[src/rtl/writeback_skid_stage_if.sv]
// writeback_skid_stage_if: memory-stage input and register-file output bundle of the writeback skid stage
interface writeback_skid_stage_if #(
  parameter int WORD_WIDTH = 32,
  parameter int RD_WIDTH   = 5
) ();
  logic                  in_valid;
  logic                  in_ready;
  logic                  RegWriteM;
  logic [1:0]            ResultSrcM;
  logic [WORD_WIDTH-1:0] ALUResultM;
  logic [WORD_WIDTH-1:0] ReadDataM;
  logic [WORD_WIDTH-1:0] PCPlus4M;
  logic [RD_WIDTH-1:0]   RdM;
  logic                  out_valid;
  logic                  out_ready;
  logic                  RegWriteW;
  logic [RD_WIDTH-1:0]   RdW;
  logic [WORD_WIDTH-1:0] ResultW;
  logic [1:0]            occupancy;
  modport master (
    output in_valid, RegWriteM, ResultSrcM, ALUResultM, ReadDataM, PCPlus4M, RdM, out_ready,
    input  in_ready, out_valid, RegWriteW, RdW, ResultW, occupancy
  );
  modport slave (
    input  in_valid, RegWriteM, ResultSrcM, ALUResultM, ReadDataM, PCPlus4M, RdM, out_ready,
    output in_ready, out_valid, RegWriteW, RdW, ResultW, occupancy
  );
endinterface

[src/rtl/writeback_skid_stage.sv]
// writeback_skid_stage: two-entry skid buffer between memory and writeback with registered in_ready
module writeback_skid_stage #(
  parameter int WORD_WIDTH = 32,
  parameter int RD_WIDTH   = 5
) (
  input logic                 clk,
  input logic                 reset,
  input logic                 flush,
  writeback_skid_stage_if.slave bus
);
  typedef enum logic [1:0] {EMPTY, ONE, FULL} state_t;
  typedef struct packed {
    logic                  rw;
    logic [1:0]            src;
    logic [WORD_WIDTH-1:0] alu;
    logic [WORD_WIDTH-1:0] rdata;
    logic [WORD_WIDTH-1:0] pc4;
    logic [RD_WIDTH-1:0]   rd;
  } entry_t;
  state_t state_q, state_n;
  entry_t main_q, skid_q, in_e;
  logic   in_ready_q, in_fire, out_fire, out_valid;
  logic   load_main, load_skid, main_from_skid;
  assign in_e = '{rw: bus.RegWriteM && (bus.RdM != '0), src: bus.ResultSrcM, alu: bus.ALUResultM,
                  rdata: bus.ReadDataM, pc4: bus.PCPlus4M, rd: bus.RdM};
  assign out_valid     = state_q != EMPTY;
  assign in_fire       = bus.in_valid && in_ready_q;
  assign out_fire      = out_valid && bus.out_ready;
  assign bus.in_ready  = in_ready_q;
  assign bus.out_valid = out_valid;
  assign bus.RegWriteW = main_q.rw && out_valid;
  assign bus.RdW       = main_q.rd;
  assign bus.occupancy = state_q == FULL ? 2'd2 : state_q == ONE ? 2'd1 : 2'd0;
  // result mux reads only the head entry; encoding 11 yields zero
  always_comb
    bus.ResultW = main_q.src == 2'b00 ? main_q.alu :
                  main_q.src == 2'b01 ? main_q.rdata :
                  main_q.src == 2'b10 ? main_q.pc4 : '0;
  // next-state and load strobes; flush overrides everything and drops any same-cycle input
  always_comb begin
    state_n        = state_q;
    load_main      = 1'b0;
    load_skid      = 1'b0;
    main_from_skid = 1'b0;
    case (state_q)
      EMPTY: if (in_fire) begin
        state_n   = ONE;
        load_main = 1'b1;
      end
      ONE: if (in_fire && out_fire) load_main = 1'b1;
      else if (in_fire) begin
        state_n   = FULL;
        load_skid = 1'b1;
      end else if (out_fire) state_n = EMPTY;
      FULL: if (out_fire) begin
        state_n        = ONE;
        main_from_skid = 1'b1;
      end
      default: state_n = EMPTY;
    endcase
    if (flush) begin
      state_n        = EMPTY;
      load_main      = 1'b0;
      load_skid      = 1'b0;
      main_from_skid = 1'b0;
    end
  end
  // state, registered in_ready (follows next state so out_ready never reaches in_ready combinationally) and entry storage
  always_ff @(posedge clk)
    if (!reset) begin
      state_q    <= EMPTY;
      in_ready_q <= 1'b1;
      main_q     <= '0;
      skid_q     <= '0;
    end else begin
      state_q    <= state_n;
      in_ready_q <= state_n != FULL;
      if (load_main) main_q <= in_e;
      else if (main_from_skid) main_q <= skid_q;
      if (load_skid) skid_q <= in_e;
    end
endmodule

[src/flat_wrapper.sv]
// flat-port wrapper written by rule: the top's interface ports become plain ports
module writeback_skid_stage_flat 
#(
  parameter int WORD_WIDTH = 32,
  parameter int RD_WIDTH   = 5
)
  (clk, reset, flush, bus_in_valid, bus_RegWriteM, bus_ResultSrcM, bus_ALUResultM, bus_ReadDataM, bus_PCPlus4M, bus_RdM, bus_out_ready, bus_in_ready, bus_out_valid, bus_RegWriteW, bus_RdW, bus_ResultW, bus_occupancy);
  writeback_skid_stage_if #(.WORD_WIDTH(WORD_WIDTH), .RD_WIDTH(RD_WIDTH)) bus_i ();
  input logic clk;
  input logic reset;
  input logic flush;
  input wire logic [$bits(bus_i.in_valid)-1:0] bus_in_valid;
  input wire logic [$bits(bus_i.RegWriteM)-1:0] bus_RegWriteM;
  input wire logic [$bits(bus_i.ResultSrcM)-1:0] bus_ResultSrcM;
  input wire logic [$bits(bus_i.ALUResultM)-1:0] bus_ALUResultM;
  input wire logic [$bits(bus_i.ReadDataM)-1:0] bus_ReadDataM;
  input wire logic [$bits(bus_i.PCPlus4M)-1:0] bus_PCPlus4M;
  input wire logic [$bits(bus_i.RdM)-1:0] bus_RdM;
  input wire logic [$bits(bus_i.out_ready)-1:0] bus_out_ready;
  output wire logic [$bits(bus_i.in_ready)-1:0] bus_in_ready;
  output wire logic [$bits(bus_i.out_valid)-1:0] bus_out_valid;
  output wire logic [$bits(bus_i.RegWriteW)-1:0] bus_RegWriteW;
  output wire logic [$bits(bus_i.RdW)-1:0] bus_RdW;
  output wire logic [$bits(bus_i.ResultW)-1:0] bus_ResultW;
  output wire logic [$bits(bus_i.occupancy)-1:0] bus_occupancy;
  assign bus_i.in_valid = bus_in_valid;
  assign bus_i.RegWriteM = bus_RegWriteM;
  assign bus_i.ResultSrcM = bus_ResultSrcM;
  assign bus_i.ALUResultM = bus_ALUResultM;
  assign bus_i.ReadDataM = bus_ReadDataM;
  assign bus_i.PCPlus4M = bus_PCPlus4M;
  assign bus_i.RdM = bus_RdM;
  assign bus_i.out_ready = bus_out_ready;
  assign bus_in_ready = bus_i.in_ready;
  assign bus_out_valid = bus_i.out_valid;
  assign bus_RegWriteW = bus_i.RegWriteW;
  assign bus_RdW = bus_i.RdW;
  assign bus_ResultW = bus_i.ResultW;
  assign bus_occupancy = bus_i.occupancy;
  writeback_skid_stage #(.WORD_WIDTH(WORD_WIDTH), .RD_WIDTH(RD_WIDTH)) u_core (.clk(clk), .reset(reset), .flush(flush), .bus(bus_i));
endmodule
[config.mk]
export PLATFORM = sky130hd
export DESIGN_NAME = writeback_skid_stage_flat
export DESIGN_NICKNAME = d
export VERILOG_FILES = /design/src/rtl/writeback_skid_stage_if.sv /design/src/rtl/writeback_skid_stage.sv /design/src/flat_wrapper.sv
export SDC_FILE = /design/constraint.sdc
export NUM_CORES = 1
export LEC_CHECK = 0
export ABC_AREA = 1
export CORE_MARGIN = 4
export CORE_UTILIZATION = 40
export CTS_CLUSTER_DIAMETER = 40
export CTS_CLUSTER_SIZE = 8
export DETAILED_ROUTE_END_ITERATION = 16
export RECOVER_POWER = 50
export REMOVE_ABC_BUFFERS = 1
export SLEW_MARGIN = 0
export SYNTH_ARGS = -nofsm -noshare
export SYNTH_HDL_FRONTEND = slang
export SYNTH_SLANG_ARGS = --single-unit
[constraint.sdc]
create_clock -name clk -period 1.42 [get_ports clk]
set_input_delay 0.355 -clock clk [delete_from_list [all_inputs] [get_ports clk]]
set_output_delay 0.355 -clock clk [all_outputs]
set_load 0.01 [all_outputs]
==> results of run 1 <==
-- timing repair --
| action | CTS | global route |
|---|---|---|
| endpoints found under the setup margin | 155 | 244 |
| hold buffers | 0 | 0 |
| buffers inserted | 82 | 24 |
| gates cloned | 67 | 22 |
| pin swaps | 117 | 207 |
| gates resized for setup | 598 | 570 |
-- state kept, by name, indices dropped and copies added, names as in the netlist --
name                 flops
u_core.bus.in_ready      1
u_core.bus.RdW           5
u_core.state_q           2
u_core.main_q           99
u_core.skid_q          104
-- Yosys cell counts (all sizes together) --
master and n:
nand3 238, nand4 104, a21oi 206, a22oi 1, buf 59, dfxtp 211, inv 217, clkbuf 76
o21ai 107, nand2 208, clkinv 2, nor2 19, or2 1
-- kinds of logic (layout without fill, tap and decap cells) --
kind of cell	after synthesis	count (layout)	share of synthesized area
compound gates	314	314	0.158
other cells	0	1	0
buf+inv	354	674	0.143
flops	211	211	0.425
simple gates	570	574	0.273
-- power groups by stage --
| stage | Clock [µW] | Combinational (µW) | Sequential (µW) |
|---|---|---|---|
| floorplan | 0 | 781 | 6240 |
| global placement | 0 | 1760 | 6250 |
| global route | 9110 | 3530 | 6190 |
| detailed placement | 0 | 1770 | 6250 |
| finish | 8890 | 3420 | 6190 |
| CTS | 8750 | 2770 | 6160 |
-- critical path: cells and delay by family, from the launching register on --
kind | cells | cell delay [ps]
buf+inv | 5 | 500
simple gates | 3 | 390
flops | 1 | 370
-- through the flow --
step	hold WS (ps)	instance area [µm²]	std cells	setup slack (ps)
floorplan	424	9330	1314	-7520
global placement	434	12400	1873	-561
detailed placement	439	12400	1873	-549
CTS	174	17600	2078	-657
global route	181	19800	2097	-744
finish	181	19800	2098	-719
-- metal layers --
layer	share of wire	GRT usage	vias up
met5	0	0	-
met4	0.079	0.181	0
met3	0.11	0.0586	362
met1	0.35	0.397	6287
li1	-	-	5498
met2	0.47	0.530	1046
-- layout make-up --
cell class	instances	area (µm²)	share of cell area
clock buffer	53	1070	0.0539
clock inverter	9	124	0.00625
multi-input combinational	888	7230	0.365
sequential	211	4240	0.214
antenna	1	2.50	0.000126
inverter	219	865	0.0436
tap	324	405	0.0204
timing repair buffer	393	5900	0.297
-- worst min-delay path by stage --
stage / startpoint / endpoint / depth (start not counted) / slack, ps
2_1_floorplan: u_core.skid_q[2] / u_core.skid_q[2] / 2 / 420
3_3_place_gp: u_core.skid_q[3] / u_core.skid_q[3] / 2 / 430
3_5_place_dp: u_core.skid_q[3] / u_core.skid_q[3] / 2 / 440
4_1_cts: reset / u_core.skid_q[25] / 3 / 170
5_1_grt: reset / u_core.skid_q[64] / 3 / 180
6_report: reset / u_core.skid_q[64] / 3 / 180
==> results, run 1 <==
- The vertical die dimension is 166 µm.
- The total power is 18500 µW.
- The number of clock buffers added by TritonCTS is 37.
- The hold violation total from the final report is 0.
- Traced cell by cell, the critical path runs through inv_4, or2_4, clkinv_8, buf_12, buf_12, nand2_4, nand3_2, buf_6.
- The final count of negative-setup-slack endpoints is 245.
- The ratio of total power to cell area is 932 nW/µm².
- The end of the critical path is bus_ResultW[22].
- Counting stages on the worst path, the most repeated cell is buf_12.
- The floorplan step defined a die boundary enclosing 27400 µm².
- Of the total power, the share spent switching nets is 0.275.
- The first-pass GRT wire length is 68500 µm.
- The overall die width is 166 µm.
- After detailed routing, the average wire length per cell comes to 26.2 µm.
- The path class of the tightest hold or removal check is in -> reg.
- Setup repair after global routing could not meet its margin everywhere.
- The path type of the worst setup path is reg -> out.
- The cell-internal power is 13400 µW.
- Counting I/O delays and the setup requirement, the final critical path takes 2140 ps.
- The required arrival time at the worst endpoint is 1070 ps.
- Counting distinct cell types in the post-synthesis netlist gives 19.
- The via count of the first global-routing pass is 12200.
- The capture point of the worst reg-to-reg path is u_core.bus.RdW[4].
- The placeable core area is 24400 µm².
- For the final database, setup skew stands at 9.46 ps.
- The final RePlAce weighted congestion is 0.819.
- The CTS sink count is 211.
- The area growth from synthesis to layout is 99.7%.
- The count of boundary I/O pins is 151.
- Tracing the worst setup path back leads to its startpoint at u_core.main_q[101].
- The cell with the biggest individual delay on the critical path is dfxtp_4.
- Setup total negative slack on the finished layout was measured at -59550 ps.
- For this design the static power due to leakage is 0.00826 µW.
- The setup slack of the critical path after layout is -719 ps.
- In this run, the number of DRC markers left after iteration 0 of detailed routing was 1629.
- STA classifies the critical path startpoint as a register.
- The worst setup path is captured at an output port.
- Counting cells, the worst reg-to-reg path comes to 10.
- The final reports fail on setup timing.
- Dividing the synthesized area by the synthesized cell count gives 6.86 µm².
- The worst-case IR drop observed on VDD is 0.000729 V.
- The average vias per placed instance is 6.29.
- Of the total power, the clock network draws 0.480.
- Clock-pin slew was measured on the worst setup and hold paths at 50 ps.
- The final core area utilization is 0.813.
- At the pin with the least slew margin, the transition time is 573 ps.
- The timing-limited maximum frequency is 0.467 GHz.
- The total number of H-tree levels is 2.
- Of the post-synthesis cell area, the dominant cell type holds 0.425.
- Summed over all layers, the routed wires come to 55000 µm.
- The maximum fanout count along the critical path is 6.
- Max-cap violations in this run came to 0.
- In the global route stage, overall resource usage came out at 0.322.
- The final antenna-violating net count is 0.
- The final-layout fill cell count is 1347.
- The initial standard-cell utilization of the core is 0.407.
- The first detailed-routing pass ran for 7 iterations.
- The switching power of the nets is 5080 µW.
- In this run the cell area of the synthesized design comes to 9930 µm².
- The combinational fraction of design power is 0.185.
- The worst setup slack for register-to-register paths is -300 ps.
- Yosys attributes the largest share of cell area to dfxtp_1 (43%), nand3_1 (12%), a21oi_1 (10%).
- Of the total power, registers draw 0.334.
- The post-synthesis register bit count is 211.
- The portion of the post-synthesis area used by sequential elements is 0.425.
- TritonCTS built the clock tree.
- Entering global routing, the biggest net connects 59 pins.
- CTS placed an instance of clkbuf_16 at the clock tree root.
- After floorplanning, the core was divided into 57 placement rows.
- In the layout the commonest cells are inv_1 (211), dfxtp_1 (206), a21oi_2 (152), nand3_2 (132), nand2_1 (117).
- After the last flow step, the layout net total stands at 1859.
- The insertion delay to the later sink of the worst-skew pair is 520 ps.
- The largest single stage delay on the critical path is 370 ps.
- The share of the clock period used by the worst path is 1.51.
- The run finished, with violations left.
- The count of input and output buffers is 150.
- Of the cells placed in the final design, the portion with a size suffix greater than 1 is 0.498.
- The worst-case headroom to the max-slew limit is 0.618.
- The post-synthesis cell type with the largest combined area is dfxtp_1.
- The final global-route overflow total is 0.
- The number of buffers between clock root and the deepest sink is 3.
- The data arrival time of the critical path is 1780 ps.
- The number of instances in the synthesized netlist is 1449.
- The number of antenna violations at the first check in global routing is 0.
- Yosys printed 0 warnings.
- Summed over all nets, the half-perimeter wirelength after detailed placement is 19500 µm.
- The number of slew-limit violations in the final report is 0.
- For this run, design rule violations remaining after detail routing come to 0.
- The number of vias after detailed routing is 13200.
- The startpoint identified for the worst register-to-register timing path is u_core.state_q[1].
- The commonest non-fill, non-tap cell in the layout is inv_1.
Power figures use the tool's default switching activity.
==> run 2: changes to the inputs <==
Settings changed: CELL_PAD_IN_SITES_DETAIL_PLACEMENT set to 1, CELL_PAD_IN_SITES_GLOBAL_PLACEMENT set to 1, CORE_UTILIZATION 40 to 35, PLACE_DENSITY_LB_ADDON set to 0.1.
==> results, run 2 (same netlist as run 1, synthesis figures left out) <==
- The flow ran to the end, but the final reports show violations.
- The final antenna-violating net count was 0 (unchanged).
- The overall die width is 176 µm (+6.6%).
- The final non-filler cell area came to 19900 µm² (+0.56%).
- The switching power of the nets came to 5780 µW (+14%).
- The peak supply drop is 0.00145 V (+98%).
- The final core area utilization came to 0.716 (-0.0972).
- The ratio of total power to cell area is 957 nW/µm² (+2.6%).
- The combinational fraction of design power is 0.192 (+0.007).
- The data arrival time of the critical path is 1900 ps (+120 ps).
- The total of max-cap violations was 0 (unchanged).
- The number of antenna violations at the first check in global routing is 1 (+1).
- The count of input and output buffers is 150 (unchanged).
- The share of total power in sequential cells came to 0.325 (-0.009).
- The worst setup path is captured at an output port.
- The final-layout fill cell count is 2801 (+110%).
- The detailed-routing iteration count for the pre-antenna-repair pass is 5 (-2).
- The area of the die is 31100 µm² (+14%).
- The final HPWL from detailed placement is 22300 µm (+14%).
- The count of boundary I/O pins is 151 (unchanged).
- The sequential standard cell area is 4240 µm² (about the same).
- The worst-case headroom to the max-slew limit is 0.601 (-0.0168).
- The timing-limited maximum frequency came to 0.444 GHz (-5.1%).
- The final wirelength is 71500 µm (+30%).
- The CTS sink count is 211 (unchanged).
- TritonCTS built the clock tree.
- The transition at the pin with the smallest max-transition slack is 598 ps (+25.2 ps).
- The setup slack of the critical path after layout is -834 ps (-114 ps).
- The maximum fanout count along the critical path was 5 (-1).
- The leakage power summed over all cells is 0.00780 µW (-5.5%).
- The share of the clock period used by the worst path is 1.59 (+0.0805).
- The switching fraction of total power is 0.303 (+0.0279).
- The floorplan row count came to 61 (+7.0%).
- The library cell used as clock root buffer is clkbuf_16.
- The final global-route overflow total is 0 (unchanged).
- The post-route setup TNS is -96810 ps (-37260 ps).
- Setup repair after global routing could not meet its margin everywhere.
- The final critical path time including I/O delays and setup is 2250 ps (+114 ps).
- The total clock buffers created by CTS is 39 (+5.4%).
- The flip-flop count of the largest register after layout was 104 (unchanged).
- The relative area change from synthesis to final layout is 101%.
- The maximum number of pins on one net before global-route repair is 49 (-17%).
- The min-delay analysis places its worst path in the category in -> reg.
- The total number of H-tree levels came to 2 (unchanged).
- The number of vias after detailed routing came to 13800 (+4.5%).
- The share of cells above drive strength 1 is 0.510 (+0.0124).
- The checks that failed: setup timing.
- The final RePlAce weighted congestion was 0.761 (-7.1%).
- The number of design rule violations left after detail routing is 0 (unchanged).
- The insertion delay to the later sink of the worst-skew pair is 550 ps (+30 ps).
- The overall track demand over capacity in global routing is 0.293 (-0.0283).
- The worst setup path is of the reg -> out kind.
- The initial standard-cell utilization of the core was 0.357 (-0.0507).
- The library cell used most frequently in the layout, excluding fill and tap cells, is inv_1.
- The instance area at placement came to 12500 µm² (+0.42%).
- The cell-internal power is 13300 µW (-0.81%).
- The number of slew-limit violations in the final report is 0 (unchanged).
- The net count of the finished layout came to 1852 (-0.38%).
- The via count of the first global-routing pass came to 12500 (+2.0%).
- The final routed wire length divided by cell count is 33.2 µm (+27%).
- The average vias per placed instance is 6.41 (+2.0%).
- The share of power burned in the clock network is 0.483 (+0.003).
- The top cell types in the final layout, fill and taps aside, are inv_1 (210), dfxtp_1 (205), a21oi_2 (145), nand3_2 (133), nand2_1 (109).
- The multi-input logic area is 7480 µm² (+3.5%).
- The cell depth of the worst flop-to-flop path is 9 (-1).
- The CTS clock-pin slew for the worst setup and hold paths was 60 ps (about the same).
- The placeable core area is 27900 µm² (+14%).
- The post-placement cell count is 1930 (+3.0%).
- The number of buffers between clock root and the deepest sink is 3 (unchanged).
- The first-pass GRT wire length came to 71800 µm (+4.8%).
- The worst clock skew was 31.1 ps (+21.7 ps).
- The DRC violation total after the first TritonRoute iteration is 1292 (-21%).
- The vertical die dimension came to 176 µm (+6.6%).
- The hold violation total from the final report was 0 (unchanged).
- The register ranked first by flip-flop count is u_core.skid_q.
- The post-layout instance count excluding filler cells is 2150 (+2.5%).
- The final count of negative-setup-slack endpoints is 247 (+0.82%).
- The required arrival time at the worst endpoint was 1070 ps (about the same).
- The worst setup path is launched from a register.
- The cell depth of the worst min-delay path was 3 (unchanged).
[run 2: path summary, 6_finish.rpt]
kind	from	endpoint	slack (ps)
setup / recovery	u_core.main_q[102]	bus_ResultW[8]	-830
hold reg to reg	u_core.skid_q[57]	u_core.skid_q[57]	470
setup reg to reg	u_core.bus.in_ready	u_core.main_q[19]	-500
hold / removal	reset	u_core.main_q[49]	370
[run 2: cell type report]
| class | instances | share of cell area |
|---|---|---|
| timing repair buffer | 386 | 0.285 |
| multi-input combinational | 886 | 0.375 |
| clock buffer | 56 | 0.0556 |
| sequential | 211 | 0.212 |
| antenna | 1 | 0.000125 |
| tap | 378 | 0.0237 |
| clock inverter | 13 | 0.00546 |
| inverter | 219 | 0.0427 |
[run 2: power groups by stage]
stage | clock (µW) | combinational (µW) | sequential [µW]
floorplan | 0 | 781 | 6240
global placement | 0 | 1760 | 6250
detailed placement | 0 | 1790 | 6250
CTS | 8850 | 2710 | 6150
global route | 9460 | 3740 | 6200
finish | 9210 | 3670 | 6200
[run 2: metrics by stage]
step | hold slack [ps] | power [µW] | setup WS (ps)
floorplan | 424 | 7020 | -7520
global placement | 435 | 8010 | -593
detailed placement | 442 | 8040 | -645
CTS | 324 | 17700 | -672
global route | 359 | 19400 | -852
finish | 366 | 19100 | -834
[run 2: per-layer routing]
metal / vias to the layer above / GRT usage / routed length [µm]
met5: - / 0 / 9
met4: 2 / 0.113 / 6480
met3: 474 / 0.0525 / 6520
met2: 1090 / 0.523 / 33500
met1: 6749 / 0.351 / 24900
li1: 5474 / - / -
[run 2: repair_timing]
item	4_1_cts	5_1_grt
hold buffers	0	0
endpoints found under the setup margin	181	245
hold endpoints to repair	0	0
cloned	41	39
buffers inserted	61	35
pin swaps	97	155
resized for setup	469	719
[run 2: critical path, stage by stage, from the launching register on]
cell and delay [ps]:
dfxtp_2 330, buf_6 130, nor2_4 120, buf_12 150, buf_12 150, buf_8 120
nand2_1 80, nand3_1 110, buf_2 150
